--- config.mk ---
export PLATFORM = sky130hd
export DESIGN_NAME = uart_rx_ctrl
export DESIGN_NICKNAME = d
export VERILOG_FILES = /design/src/rtl/uart_pkg.sv /design/src/rtl/uart_sync_fifo.sv /design/src/rtl/uart_rx_ctrl.sv
export SDC_FILE = /design/constraint.sdc
export NUM_CORES = 1
export LEC_CHECK = 0
export BUFFER_PORTS_ARGS = -buffer_cell sky130_fd_sc_hd__buf_4
export CAP_MARGIN = 15
export CELL_PAD_IN_SITES_DETAIL_PLACEMENT = 1
export CELL_PAD_IN_SITES_GLOBAL_PLACEMENT = 1
export CORE_MARGIN = 3
export CORE_UTILIZATION = 50
export DETAILED_ROUTE_END_ITERATION = 12
export GPL_TIMING_DRIVEN = 1
export PLACE_DENSITY_LB_ADDON = 0.08
export SYNTH_ARGS = -nofsm -noshare
export SYNTH_HDL_FRONTEND = slang
export SYNTH_SLANG_ARGS = --single-unit
--- constraint.sdc ---
create_clock -name clk -period 3.3 [get_ports clk]
set_input_delay 0.33 -clock clk [delete_from_list [all_inputs] [get_ports clk]]
set_output_delay 0.33 -clock clk [all_outputs]
set_load 0.01 [all_outputs]
--- src/rtl/uart_pkg.sv ---
// Shared types and helpers for the UART receive-side controller.
package uart_pkg;

    localparam int CNT_W = 16;

    typedef enum logic {
        THROTTLE = 1'b0,
        ACCEPT   = 1'b1
    } flow_state_t;

    typedef struct packed {
        logic parity_enable;
        logic parity_type;
    } uart_cfg_t;

    // Increment that sticks at all-ones instead of wrapping.
    function automatic logic [CNT_W-1:0] sat_inc(input logic [CNT_W-1:0] value);
        logic [CNT_W-1:0] result;
        if (value == {CNT_W{1'b1}}) begin
            result = value;
        end else begin
            result = value + {{(CNT_W-1){1'b0}}, 1'b1};
        end
        return result;
    endfunction

endpackage

--- src/rtl/uart_sync_fifo.sv ---
// Single-clock FIFO with extra-MSB pointers; head entry is presented combinationally.
module uart_sync_fifo #(
    parameter int WIDTH = 9,
    parameter int DEPTH = 16
) (
    input  logic                       clk,
    input  logic                       reset,
    input  logic                       push,
    input  logic [WIDTH-1:0]           push_data,
    input  logic                       pop,
    output logic [WIDTH-1:0]           pop_data,
    output logic                       full,
    output logic                       empty,
    output logic [$clog2(DEPTH):0]     level
);

    localparam int AW = $clog2(DEPTH);

    logic [AW:0]      wr_ptr_r;
    logic [AW:0]      rd_ptr_r;
    logic [WIDTH-1:0] mem_r [DEPTH];
    logic             full_s;
    logic             empty_s;
    logic             push_ok_s;
    logic             pop_ok_s;

    // Full/empty decode and push/pop qualification; a pop at full makes room for a push.
    always_comb begin
        empty_s   = (wr_ptr_r == rd_ptr_r);
        full_s    = (wr_ptr_r[AW] != rd_ptr_r[AW]) &&
                    (wr_ptr_r[AW-1:0] == rd_ptr_r[AW-1:0]);
        pop_ok_s  = pop && !empty_s;
        push_ok_s = push && (!full_s || pop_ok_s);
        if (empty_s) begin
            pop_data = {WIDTH{1'b0}};
        end else begin
            pop_data = mem_r[rd_ptr_r[AW-1:0]];
        end
    end

    // Pointer registers.
    always_ff @(posedge clk or negedge reset) begin
        if (!reset) begin
            wr_ptr_r <= {(AW+1){1'b0}};
            rd_ptr_r <= {(AW+1){1'b0}};
        end else begin
            if (push_ok_s) begin
                wr_ptr_r <= wr_ptr_r + {{AW{1'b0}}, 1'b1};
            end
            if (pop_ok_s) begin
                rd_ptr_r <= rd_ptr_r + {{AW{1'b0}}, 1'b1};
            end
        end
    end

    // Storage array; contents are unreachable while empty so it needs no reset.
    always_ff @(posedge clk) begin
        if (push_ok_s) begin
            mem_r[wr_ptr_r[AW-1:0]] <= push_data;
        end
    end

    assign full  = full_s;
    assign empty = empty_s;
    assign level = wr_ptr_r - rd_ptr_r;

endmodule

--- src/rtl/uart_rx_ctrl.sv ---
// Receive-side controller: frame FIFO, RTS flow control, deferred parity config, error status.
// Optional macro UART_RX_CTRL_KEEP_BAD_EN queues stop-error frames and adds rd_serr.
module uart_rx_ctrl
    import uart_pkg::*;
#(
    parameter int UART_SIZE  = 8,
    parameter int FIFO_DEPTH = 16,
    parameter int HIGH_WATER = 12,
    parameter int LOW_WATER  = 4
) (
    input  logic                          clk,
    input  logic                          reset,
    input  logic                          frame_valid,
    input  logic [UART_SIZE-1:0]          frame_data,
    input  logic                          frame_parity_err,
    input  logic                          frame_stop_err,
    input  logic                          rx_busy,
    output logic                          rx_parity_enable,
    output logic                          rx_parity_type,
    input  logic                          cfg_we,
    input  logic                          cfg_parity_enable,
    input  logic                          cfg_parity_type,
    output logic                          cfg_pending,
    output logic                          rts_out,
    input  logic                          rd_en,
    output logic [UART_SIZE-1:0]          rd_data,
    output logic                          rd_perr,
`ifdef UART_RX_CTRL_KEEP_BAD_EN
    output logic                          rd_serr,
`endif
    output logic                          rd_valid,
    output logic [$clog2(FIFO_DEPTH):0]   level,
    output logic                          overrun_err,
    output logic                          framing_err,
    input  logic                          clr_err,
    output logic [CNT_W-1:0]              parity_err_cnt,
    output logic [CNT_W-1:0]              stop_err_cnt
);

    localparam int LVL_W = $clog2(FIFO_DEPTH) + 1;
`ifdef UART_RX_CTRL_KEEP_BAD_EN
    localparam int ENTRY_W = UART_SIZE + 2;
`else
    localparam int ENTRY_W = UART_SIZE + 1;
`endif
    localparam logic [LVL_W-1:0] HIGH_LVL = LVL_W'(HIGH_WATER);
    localparam logic [LVL_W-1:0] LOW_LVL  = LVL_W'(LOW_WATER);

    logic [ENTRY_W-1:0] entry_s;
    logic [ENTRY_W-1:0] head_s;
    logic               push_req_s;
    logic               pop_ok_s;
    logic               overrun_s;
    logic               par_evt_s;
    logic               stop_evt_s;
    logic               full_s;
    logic               empty_s;
    logic [LVL_W-1:0]   level_s;

    flow_state_t        state_r;
    flow_state_t        state_next_s;
    logic               rts_r;

    uart_cfg_t          cfg_shadow_r;
    uart_cfg_t          cfg_active_r;
    logic               cfg_pending_r;
    logic               cfg_apply_s;

    logic               overrun_r;
    logic               framing_r;
    logic [CNT_W-1:0]   par_cnt_r;
    logic [CNT_W-1:0]   stop_cnt_r;

    uart_sync_fifo #(
        .WIDTH (ENTRY_W),
        .DEPTH (FIFO_DEPTH)
    ) u_fifo (
        .clk       (clk),
        .reset     (reset),
        .push      (push_req_s),
        .push_data (entry_s),
        .pop       (rd_en),
        .pop_data  (head_s),
        .full      (full_s),
        .empty     (empty_s),
        .level     (level_s)
    );

    // Decide whether the completing frame is queued and what error events it raises.
    always_comb begin
        push_req_s = 1'b0;
        entry_s    = {ENTRY_W{1'b0}};
        par_evt_s  = frame_valid && frame_parity_err;
        stop_evt_s = frame_valid && frame_stop_err;
        pop_ok_s   = rd_en && !empty_s;
        if (frame_valid) begin
`ifdef UART_RX_CTRL_KEEP_BAD_EN
            push_req_s = 1'b1;
            entry_s    = {frame_stop_err, frame_parity_err, frame_data};
`else
            if (!frame_stop_err) begin
                push_req_s = 1'b1;
                entry_s    = {frame_parity_err, frame_data};
            end else begin
                push_req_s = 1'b0;
            end
`endif
        end else begin
            push_req_s = 1'b0;
        end
        overrun_s = push_req_s && full_s && !pop_ok_s;
    end

    // Flow FSM next state; compares the level already updated by last cycle's push/pop.
    always_comb begin
        state_next_s = state_r;
        case (state_r)
            ACCEPT: begin
                if (level_s >= HIGH_LVL) begin
                    state_next_s = THROTTLE;
                end else begin
                    state_next_s = ACCEPT;
                end
            end
            THROTTLE: begin
                if (level_s <= LOW_LVL) begin
                    state_next_s = ACCEPT;
                end else begin
                    state_next_s = THROTTLE;
                end
            end
            default: state_next_s = THROTTLE;
        endcase
    end

    // Flow state and registered RTS.
    always_ff @(posedge clk or negedge reset) begin
        if (!reset) begin
            state_r <= THROTTLE;
            rts_r   <= 1'b0;
        end else begin
            state_r <= state_next_s;
            rts_r   <= (state_next_s == ACCEPT);
        end
    end

    assign cfg_apply_s = cfg_pending_r && !rx_busy;

    // Shadowed parity configuration, only handed to the receiver while it is idle.
    always_ff @(posedge clk or negedge reset) begin
        if (!reset) begin
            cfg_shadow_r  <= '{parity_enable: 1'b0, parity_type: 1'b0};
            cfg_active_r  <= '{parity_enable: 1'b0, parity_type: 1'b0};
            cfg_pending_r <= 1'b0;
        end else begin
            if (cfg_apply_s) begin
                cfg_active_r <= cfg_shadow_r;
            end
            if (cfg_we) begin
                cfg_shadow_r  <= '{parity_enable: cfg_parity_enable,
                                   parity_type:   cfg_parity_type};
                cfg_pending_r <= 1'b1;
            end else if (cfg_apply_s) begin
                cfg_pending_r <= 1'b0;
            end
        end
    end

    // Sticky flags and saturating counters; a same-cycle error outranks clr_err.
    always_ff @(posedge clk or negedge reset) begin
        if (!reset) begin
            overrun_r  <= 1'b0;
            framing_r  <= 1'b0;
            par_cnt_r  <= {CNT_W{1'b0}};
            stop_cnt_r <= {CNT_W{1'b0}};
        end else begin
            if (overrun_s) begin
                overrun_r <= 1'b1;
            end else if (clr_err) begin
                overrun_r <= 1'b0;
            end
            if (stop_evt_s) begin
                framing_r <= 1'b1;
            end else if (clr_err) begin
                framing_r <= 1'b0;
            end
            if (clr_err) begin
                par_cnt_r  <= par_evt_s  ? {{(CNT_W-1){1'b0}}, 1'b1} : {CNT_W{1'b0}};
                stop_cnt_r <= stop_evt_s ? {{(CNT_W-1){1'b0}}, 1'b1} : {CNT_W{1'b0}};
            end else begin
                if (par_evt_s) begin
                    par_cnt_r <= sat_inc(par_cnt_r);
                end
                if (stop_evt_s) begin
                    stop_cnt_r <= sat_inc(stop_cnt_r);
                end
            end
        end
    end

    assign rx_parity_enable = cfg_active_r.parity_enable;
    assign rx_parity_type   = cfg_active_r.parity_type;
    assign cfg_pending      = cfg_pending_r;
    assign rts_out          = rts_r;
    assign rd_data          = head_s[UART_SIZE-1:0];
    assign rd_perr          = head_s[UART_SIZE];
`ifdef UART_RX_CTRL_KEEP_BAD_EN
    assign rd_serr          = head_s[UART_SIZE+1];
`endif
    assign rd_valid         = !empty_s;
    assign level            = level_s;
    assign overrun_err      = overrun_r;
    assign framing_err      = framing_r;
    assign parity_err_cnt   = par_cnt_r;
    assign stop_err_cnt     = stop_cnt_r;

endmodule
# Word level (Yosys, flattened, before mapping)
# Memories as Yosys holds them, arrays and structs flattened.
# Index checks and enable logic that the tools add are counted.
[word_totals]
mem_count = 1
word_cells = 70
mem_bits_rw = 144
inputBits = 19
output_inout_bits = 53
register_bits = 50
[classes]
reduce_logical = 19
n_lt_le_gt_ge = 2
addsub = 5
n_mux = 23
bitwise = 1
n_eq_ne = 7
[memory_table]
columns = ["name", "depth", "width", "read_ports", "rd_clocked_by_memory_dff", "wr", "line", "rtl"]
rows = [
  ["u_fifo.mem_r", 16, 9, 1, 0, 1, "uart_sync_fifo.sv:21", "logic [WIDTH-1:0] mem_r [DEPTH];"],
]
[op_table]
columns = ["cell", "n"]
rows = [
  ["16-bit 2-to-1 mux", 6],
  ["16-bit by 1-bit adder with 16-bit output, second input constant", 2],
  ["16-bit equality test, second input constant", 2],
  ["9-bit 2-to-1 mux", 3],
  ["1-bit 2-to-1 mux", 13],
  ["5-bit by 1-bit adder with 5-bit output, second input constant", 2],
  ["1-bit logical AND", 8],
  ["2-bit nonzero test", 4],
  ["5-bit equality test", 1],
  ["5-bit by 4-bit >= comparator with 1-bit output, second input constant", 1],
  ["5-bit by 3-bit less-or-equal comparator with 1-bit output, second input constant", 1],
  ["5-bit subtractor", 1],
  ["4-bit equality test", 1],
  ["1-bit zero test", 4],
  ["2-bit != test, second input constant", 2],
  ["2-bit AND reduction", 2],
  ["1-bit case mux with 2 select lines", 1],
  ["1-bit logical OR", 1],
  ["1-bit != test", 1],
  ["1-bit NOT", 1],
]

# Depth between registers and ports, before layout
# Gate-level depths: netlist of run 1.
[logic_depth]
ltp_word = 7
mapped_depth = 10
depth_no_buf = 8

# Hierarchy
# From an unflattened synthesis of run 1, not the netlist that was laid out.
[hier_totals]
cells_unflattened = 555
hier_area_um2 = 8578.2
[modules_own_cells]
columns = ["module", "area_each_um2", "cells_per_inst", "n_inst"]
rows = [
  ["uart_sync_fifo", 6299.8, 315, 1],
  ["uart_rx_ctrl", 2278.4, 240, 1],
]

# Worst setup path before layout of run 1
# Ideal clock, no wire load.
[synth_path]
path_type = "flip-flop to flip-flop"
from = "register u_fifo.rd_ptr_r[1]"
to = "memory u_fifo.mem_r[3][0] (enable)"
arrival_time_ns = 2.513
setup_slack_ns = 0.401
synth_period_minus_slack_ns = 2.899
stages_incl_launch_ff = 10
n_path_buf = 3
setup_time_ns = 0.387
path_cell_list = "dfrtp_1 > buf_2 > buf_1 > inv_1 > ha_1 > nand4_1 > o31a_1 > buf_4 > nand2_1 > nor3_1"
[synth_between]
elab_chain_len = 7
elab_cells_between_ends = 10
cone_classes = "2 x eq/ne; 2 x mux; 6 x reduce/logical"
[synth_lines]
columns = ["element", "line", "rtl"]
rows = [
  ["from (decl)", "uart_sync_fifo.sv:20", "logic [AW:0] rd_ptr_r;"],
  ["from (signal assigned)", "uart_sync_fifo.sv:45", "rd_ptr_r <= {(AW+1){1'b0}};"],
  ["from (signal assigned)", "uart_sync_fifo.sv:51", "rd_ptr_r <= rd_ptr_r + {{AW{1'b0}}, 1'b1};"],
  ["5-bit equality test or 4-bit equality test (tied branches)", "uart_sync_fifo.sv:29, uart_sync_fifo.sv:31", ""],
  ["1-bit zero test or 1-bit logical AND (tied branches)", "uart_sync_fifo.sv:32, uart_sync_fifo.sv:30", ""],
  ["1-bit logical AND or 1-bit zero test (tied branches)", "uart_sync_fifo.sv:32, uart_sync_fifo.sv:33", ""],
  ["1-bit logical OR (*)", "uart_sync_fifo.sv:33", "push_ok_s = push && (!full_s || pop_ok_s);"],
  ["1-bit logical AND (*)", "uart_sync_fifo.sv:33", ""],
  ["1-bit 2-to-1 mux (*)", "uart_sync_fifo.sv:58", "if (push_ok_s) begin"],
  ["1-bit 2-to-1 mux (not written as such) (*)", "uart_sync_fifo.sv:59", "mem_r[wr_ptr_r[AW-1:0]] <= push_data;"],
  ["to (decl)", "uart_sync_fifo.sv:21", ""],
]
# Mark *: on every way between the ends. The rest lies on a longest branch, timed or not.

# Final worst setup path of run 1
[layout_path]
from = "register u_fifo.rd_ptr_r[2]"
to = "output rd_data[1]"
[layout_between]
elab_chain_len = 2
elab_cells_between_ends = 3
cone_classes = "1 x eq/ne; 1 x mux; 1 x memory"
[layout_lines]
columns = ["element", "line", "rtl"]
rows = [
  ["memory 16 x 9 bit or 5-bit equality test (tied branches)", "--", ""],
  ["9-bit 2-to-1 mux (*)", "uart_sync_fifo.sv:34", "if (empty_s) begin"],
  ["to (decl)", "uart_rx_ctrl.sv:26", "output logic [UART_SIZE-1:0] rd_data,"],
]
# Marked as above.

==> impl_metrics.yaml, run 1 <==
sta:
  min_period_over_period_pct: 84.31
  fin_worst_skew_ns: 0.009835
  report.final.hold_viol_count: 0
  finalSetupViolCount: 0
  drv_slew: 0
  finalSetupTns_ns: 0
  rsz0062_at_grt: "false"
  setup_slack_ns: 0.5178
  max_slew.worst_pin.slew_ns: 0.6987
  max_freq_mhz: 359.4
  final.min_clock_period_ns: 2.782
  slew_headroom_pct: 53.37
yosys:
  ys_ff_latch: 194
  ys_seq_area_share_pct: 67.10
  syn_nets: 555
  synth_edf_count: 144
  synth_async_sr_flop_share_pct: 25.77
  yosysWarnings: 0
  yosys.cell_types.count: 51
  ys.flop_type: "edfxtp_1"
  synthCells: 524
  netlist_area_um2: 8309
  syn_avg_cell_area_um2: 15.86
clock_tree:
  cts_tree: "built"
  clk_path_buf_depth: 2
  cts_made_buffers: 17
  cts_root_buf: "clkbuf_16"
  path_clk_slew_ns: 0.07
  h-tree-depth: 4
  cts.sinks: 194
  post-cts-setup-buffers: 0
  clk-insertion-delay-late_ns: 0.42
critical_path:
  startpoint_type: "register"
  arrival_ns: 2.45
  required_ns: 2.97
  crit_type: "register to primary output"
  slowest_stage: "dfrtp_1"
  path_cells: "inv_1, ha_1, and4_1, nand2_1, nand2_1, o22ai_1, buf_4"
  cp_common_cell: "nand2_1"
  critPathCaptureType: "primary output"
  crit_path_max_incr_delay_ns: 0.44
  cp_max_fo: 9
power_and_ir_drop:
  p_sw_mw: 2.426
  p_leak_nw: 3.725
  pwr-share-seq_pct: 39.4
  power_mw: 7.410
  ir_drop_v: 0.0004208
  pwr_density_cell_nw_per_um2: 759.3
  comb_power_share_pct: 34.1
  switching_share_pct: 32.74
  p_clk_share_pct: 26.5
  p_int_mw: 4.984
placed_design:
  placed_area_um2: 9180
  port_buffers: 71
  place_hpwl_mm: 12.41
  place.gp.congestion: 0.8728
  place_inst: 811
  post-place-ws_ns: 0.8120
routing:
  wl_met1_mm: 7.885
  dr.pass1.iters: 5
  vias: 4818
  wl_per_cell_um: 22.55
  wirelength_mm: 19.03
  ant_nets: 0
  dr_wl_met3_um: 761
  routed.top_layer: "met4"
  drtIter0Drc: 234
  vias_per_cell: 5.709
  route.detailed.drc: 0
  wl_met2_mm: 10.24
finish:
  syn_to_final_growth_pct: 17.44
  layout.cells.non_filler: 844
  nets: 646
  mostFrequentLayoutCell: "edfxtp_1"
  drive_gt1_share_pct: 27.87
  final_cell_mix: "edfxtp_1, buf_4, dfrtp_1"
  diodes: 0
  design_area_um2: 9758
  num-fill-cells: 1465
flow_run:
  maxCapViolations: 0
floorplan:
  rows: 46
  die_h_um: 134.9
  die_width_um: 134.9
  design.core.area_um2: 16060
  boundaryPins: 72
  design.die.area_um2: 18200
  start_util_pct: 51.75
run_status:
  status: "finished, final reports clean"
grt:
  grt_pass1_vias: 5283
  grt_pass1_wl_mm: 30.04
  antenna_found_initial: 0
  grt_overflow: 0
  grt_usage_pct: 21.88
  grt_max_degree: 51
worst_hold_path:
  hold_path.class: "primary input to register"
==> critical path: cells and delay by family, from the launching register on <==
family,cells,cell delay [ns]
AOI/OAI and AO/OA,1,0.34
adders and majority gates,1,0.38
buffers and inverters,2,0.28
DFF,1,0.44
and+or+nand+nor,3,0.60
==> through the flow <==
step	util (%)	hold WS [ns]
floorplan	-	0.03441
global placement	57.17	0.4055
detailed placement	57.17	0.4133
CTS	60.77	0.09623
global route	60.77	0.09497
finish	60.77	0.1138
==> registers in the layout (all words and copies together) (netlist names) <==
name              cells
u_fifo.mem_r        144
parity_err_cnt       16
cfg_shadow_r          2
framing_err           1
u_fifo.wr_ptr_r       5
cfg_pending           1
rts_out               1
stop_err_cnt         16
u_fifo.rd_ptr_r       5
rx_parity_type        1
rx_parity_enable      1
overrun_err           1
==> area by class of cell <==
class                   count  area, um2  share of cell area (%)
clock buffers              17      425.4                   4.360
clock inverters            15      142.6                   1.462
inverters                  14      52.55                  0.5385
multi-input cells         296       2585                   26.49
flip-flops and latches    194       5577                   57.15
well taps                 216      270.3                   2.770
repair buffers             92      705.7                   7.232
==> logic make-up after synthesis <==
family,Yosys count,synth area share [%]
AOI/OAI and AO/OA,42,3.343
buffers and inverters,34,1.792
DFF,194,67.10
muxes,62,12.95
xor gates and xnor gates,32,3.373
adders and majority gates,12,1.897
and+or+nand+nor,148,9.547
==> what timing repair did <==
item | in CTS | in global routing
gates resized for setup | 0 | 0
hold buffers | 1 | 0
endpoints found under the hold margin | 50 | 0
==> cell usage after synthesis (7+ instances only) <==
cell      instances  area [um2]
a21oi_1           8       40.04
and2_1           12       75.07
clkbuf_1          9       33.78
dfrtp_1          50        1251
edfxtp_1        144        4324
ha_1             11       137.6
inv_1            13       48.80
mux2i_1          22       220.2
mux4_2           36       810.8
nand2_1          28       105.1
nand2b_1          7       43.79
nand3_1          14       70.07
nand4_1          14       87.58
nor2_1           41       153.9
nor3_1            9       45.04
o22ai_1           9       56.30
xnor2_1          15       131.4
xor2_1           17       148.9
==> power by group through the flow <==
stage / combinational, mW / sequential [mW] / clock (mW)
4_1_cts: 2.58 / 2.92 / 2.01
6_report: 2.52 / 2.92 / 1.96
5_1_grt: 2.71 / 2.94 / 2.12
2_1_floorplan: 1.61 / 2.93 / 0
3_3_place_gp: 2.48 / 2.95 / 0
3_5_place_dp: 2.55 / 2.97 / 0
==> per-layer routing <==
layer  GRT usage, %  vias to the layer above
met5              0                        -
met4          5.486                        0
met1          28.11                     2514
met3          4.173                       13
met2          38.60                      103
li1               -                     2188
==> worst paths after layout <==
kind | cells after the start | slack, ns | start | endpoint
hold / removal | 2 | 0.11 | cfg_we | cfg_pending
min in group asynchronous | 2 | 0.48 | reset | stop_err_cnt[1]
setup / recovery | 7 | 0.52 | u_fifo.rd_ptr_r[2] | rd_data[1]
setup reg to reg | 6 | 0.76 | u_fifo.rd_ptr_r[2] | u_fifo.mem_r[15][8]
max in group asynchronous | 2 | 2.34 | reset | u_fifo.rd_ptr_r[0]
hold reg to reg | 1 | 0.50 | u_fifo.rd_ptr_r[4] | u_fifo.rd_ptr_r[4]
Power figures use the tool's default switching activity.
==> inputs of run 2 (changes only) <==
Settings changed: CORE_UTILIZATION 50 to 45.
Clock period 3.3 ns to 2.5 ns, I/O delays scaled along.
==> run 2 against run 1 <==
Compared with the run above: highest routed layer unchanged; largest cell class unchanged; worst hold slack lost 0.084 ns; critical path depth shrank 1; non-clock buffer count up 13.
==> impl_metrics.yaml, run 2 (synthesis gave the netlist of run 1 again) <==
floorplan:
  design.core.area_um2: 18020
  design.die.area_um2: 20130
  die_width_um: 141.9
  start_util_pct: 46.10
  rows: 49
  boundaryPins: 72
  die_h_um: 141.9
finish:
  mostFrequentLayoutCell: "edfxtp_1"
  diodes: 0
  largest_reg_flops: 144
  nets: 659
  syn_to_final_growth_pct: 22.90
  seq_area_um2: 5578
  drive_gt1_share_pct: 33.39
  multi_input_area_um2: 2771
  final_cell_mix: "edfxtp_1, buf_4, dfrtp_1"
  num-fill-cells: 1712
  design_area_um2: 10210
clock_tree:
  cts_tree: "built"
  clk_path_buf_depth: 2
  path_clk_slew_ns: 0.07
  clk-insertion-delay-late_ns: 0.44
  cts_made_buffers: 17
  h-tree-depth: 4
  cts.sinks: 194
  cts_root_buf: "clkbuf_16"
sta:
  report.final.hold_viol_count: 0
  finalSetupTns_ns: 0
  drv_slew: 0
  setup_slack_ns: 0.04482
  min_period_over_period_pct: 98.21
  max_freq_mhz: 407.3
  max_slew.worst_pin.slew_ns: 0.6610
  rsz0062_at_grt: "true"
  finalSetupViolCount: 0
  final.min_clock_period_ns: 2.455
  slew_headroom_pct: 55.94
  fin_worst_skew_ns: 0.01257
critical_path:
  crit_path_max_incr_delay_ns: 0.54
  crit_type: "register to primary output"
  path_cells: "buf_12, buf_16, mux4_2, mux2i_4, o22ai_4, buf_4"
  critPathCaptureType: "primary output"
  path_buf_inv: 3
  startpoint_type: "register"
  cp_max_fo: 10
  required_ns: 2.25
  cp_top_family: "multiplexers"
  arrival_ns: 2.21
  slowest_stage: "mux4_2"
placed_design:
  port_buffers: 71
  post-place-ws_ns: 0.2309
  placed_area_um2: 9270
  place.gp.congestion: 0.8376
  place_hpwl_mm: 12.97
power_and_ir_drop:
  p_leak_nw: 3.862
  p_sw_mw: 3.537
  switching_share_pct: 32.22
  comb_power_share_pct: 38.0
  p_clk_share_pct: 27.1
  p_int_mw: 7.440
  pwr_density_cell_nw_per_um2: 1075
  power_mw: 10.98
  pwr-share-seq_pct: 34.9
  ir_drop_v: 0.0007002
grt:
  antenna_found_initial: 0
  grt_usage_pct: 20.61
  grt_pass1_vias: 5405
  grt_pass1_wl_mm: 31.22
  grt_max_degree: 51
  grt_overflow: 0
routing:
  wl_per_cell_um: 23.22
  vias: 4923
  drtIter0Drc: 203
  dr.pass1.iters: 4
  wirelength_mm: 20.20
  vias_per_cell: 5.659
  ant_nets: 0
  route.detailed.drc: 0
worst_hold_path:
  hold_path.class: "primary input to register"
flow_run:
  maxCapViolations: 0
run_status:
  status: "finished, final reports clean"
==> run 2: cell count changes in the layout (fill, tap and decap cells not counted), moves of 5 or more <==
cell / previous run / this run
mux2i_1: 22 / 12
buf_4: 90 / 97
mux2i_2: 0 / 5
mux2i_4: 0 / 5
o22ai_1: 9 / 4
==> run 2: final cells by class <==
| cell class | count | area share (%) |
|---|---|---|
| clock buffer | 17 | 4.166 |
| clock inverter | 15 | 2.120 |
| inverter | 14 | 0.5146 |
| multi-input combinational | 296 | 27.14 |
| sequential | 194 | 54.62 |
| tap | 229 | 2.806 |
| timing repair buffer | 105 | 8.638 |
==> run 2: power by group through the flow <==
| stage | clock network (mW) | logic (mW) | registers (mW) |
|---|---|---|---|
| after CTS | 3.03 | 3.80 | 3.83 |
| after detailed placement | 0 | 3.49 | 3.90 |
| final | 2.97 | 4.17 | 3.84 |
| after global placement | 0 | 3.41 | 3.88 |
| after floorplan | 0 | 2.15 | 3.86 |
| after global routing | 3.16 | 4.48 | 3.85 |
==> run 2: worst paths after layout <==
path,from,end,slack (ns),depth (start not counted)
worst max-delay path,u_fifo.rd_ptr_r[0],rd_data[1],0.04,6
worst min-delay path,cfg_we,cfg_pending,0.03,2
worst max register to register,u_fifo.rd_ptr_r[3],u_fifo.mem_r[3][0],0.31,6
worst min register to register,cfg_shadow_r[0],cfg_shadow_r[0],0.51,1
max in group asynchronous,reset,u_fifo.rd_ptr_r[0],1.65,2
min in group asynchronous,reset,u_fifo.wr_ptr_r[4],0.39,2
==> run 2: timing repair <==
action                                  4_1_cts  5_1_grt
setup buffers                                 3        4
resized for setup                            15       18
endpoints found under the hold margin        50        0
pin swaps                                     1        2
endpoints found under the setup margin       10       10
hold buffers                                  1        0
gates cloned                                  1        2
==> run 2: worst reg2reg max path, cell delays in order, from the launching register on <==
cell and delay, ns:
dfrtp_1 0.41, inv_2 0.07, ha_1 0.36, nand4_1 0.14, o31a_1 0.21, nand2_1 0.22
nor3_4 0.44
==> run 2: per-layer routing <==
metal  GRT usage (%)  routed length [um]
met5               0                   0
met4           5.606                 295
met3           4.483                 820
met2           36.92               10710
met1           25.31                8371
==> run 2: through the flow <==
stage | util [%] | instances | hold WS, ns
floorplan | - | 524 | -0.04559
global placement | 51.43 | 828 | 0.3192
detailed placement | 51.43 | 828 | 0.3364
CTS | 55.73 | 865 | 0.01986
global route | 56.66 | 870 | 0.02881
finish | 56.66 | 870 | 0.02933
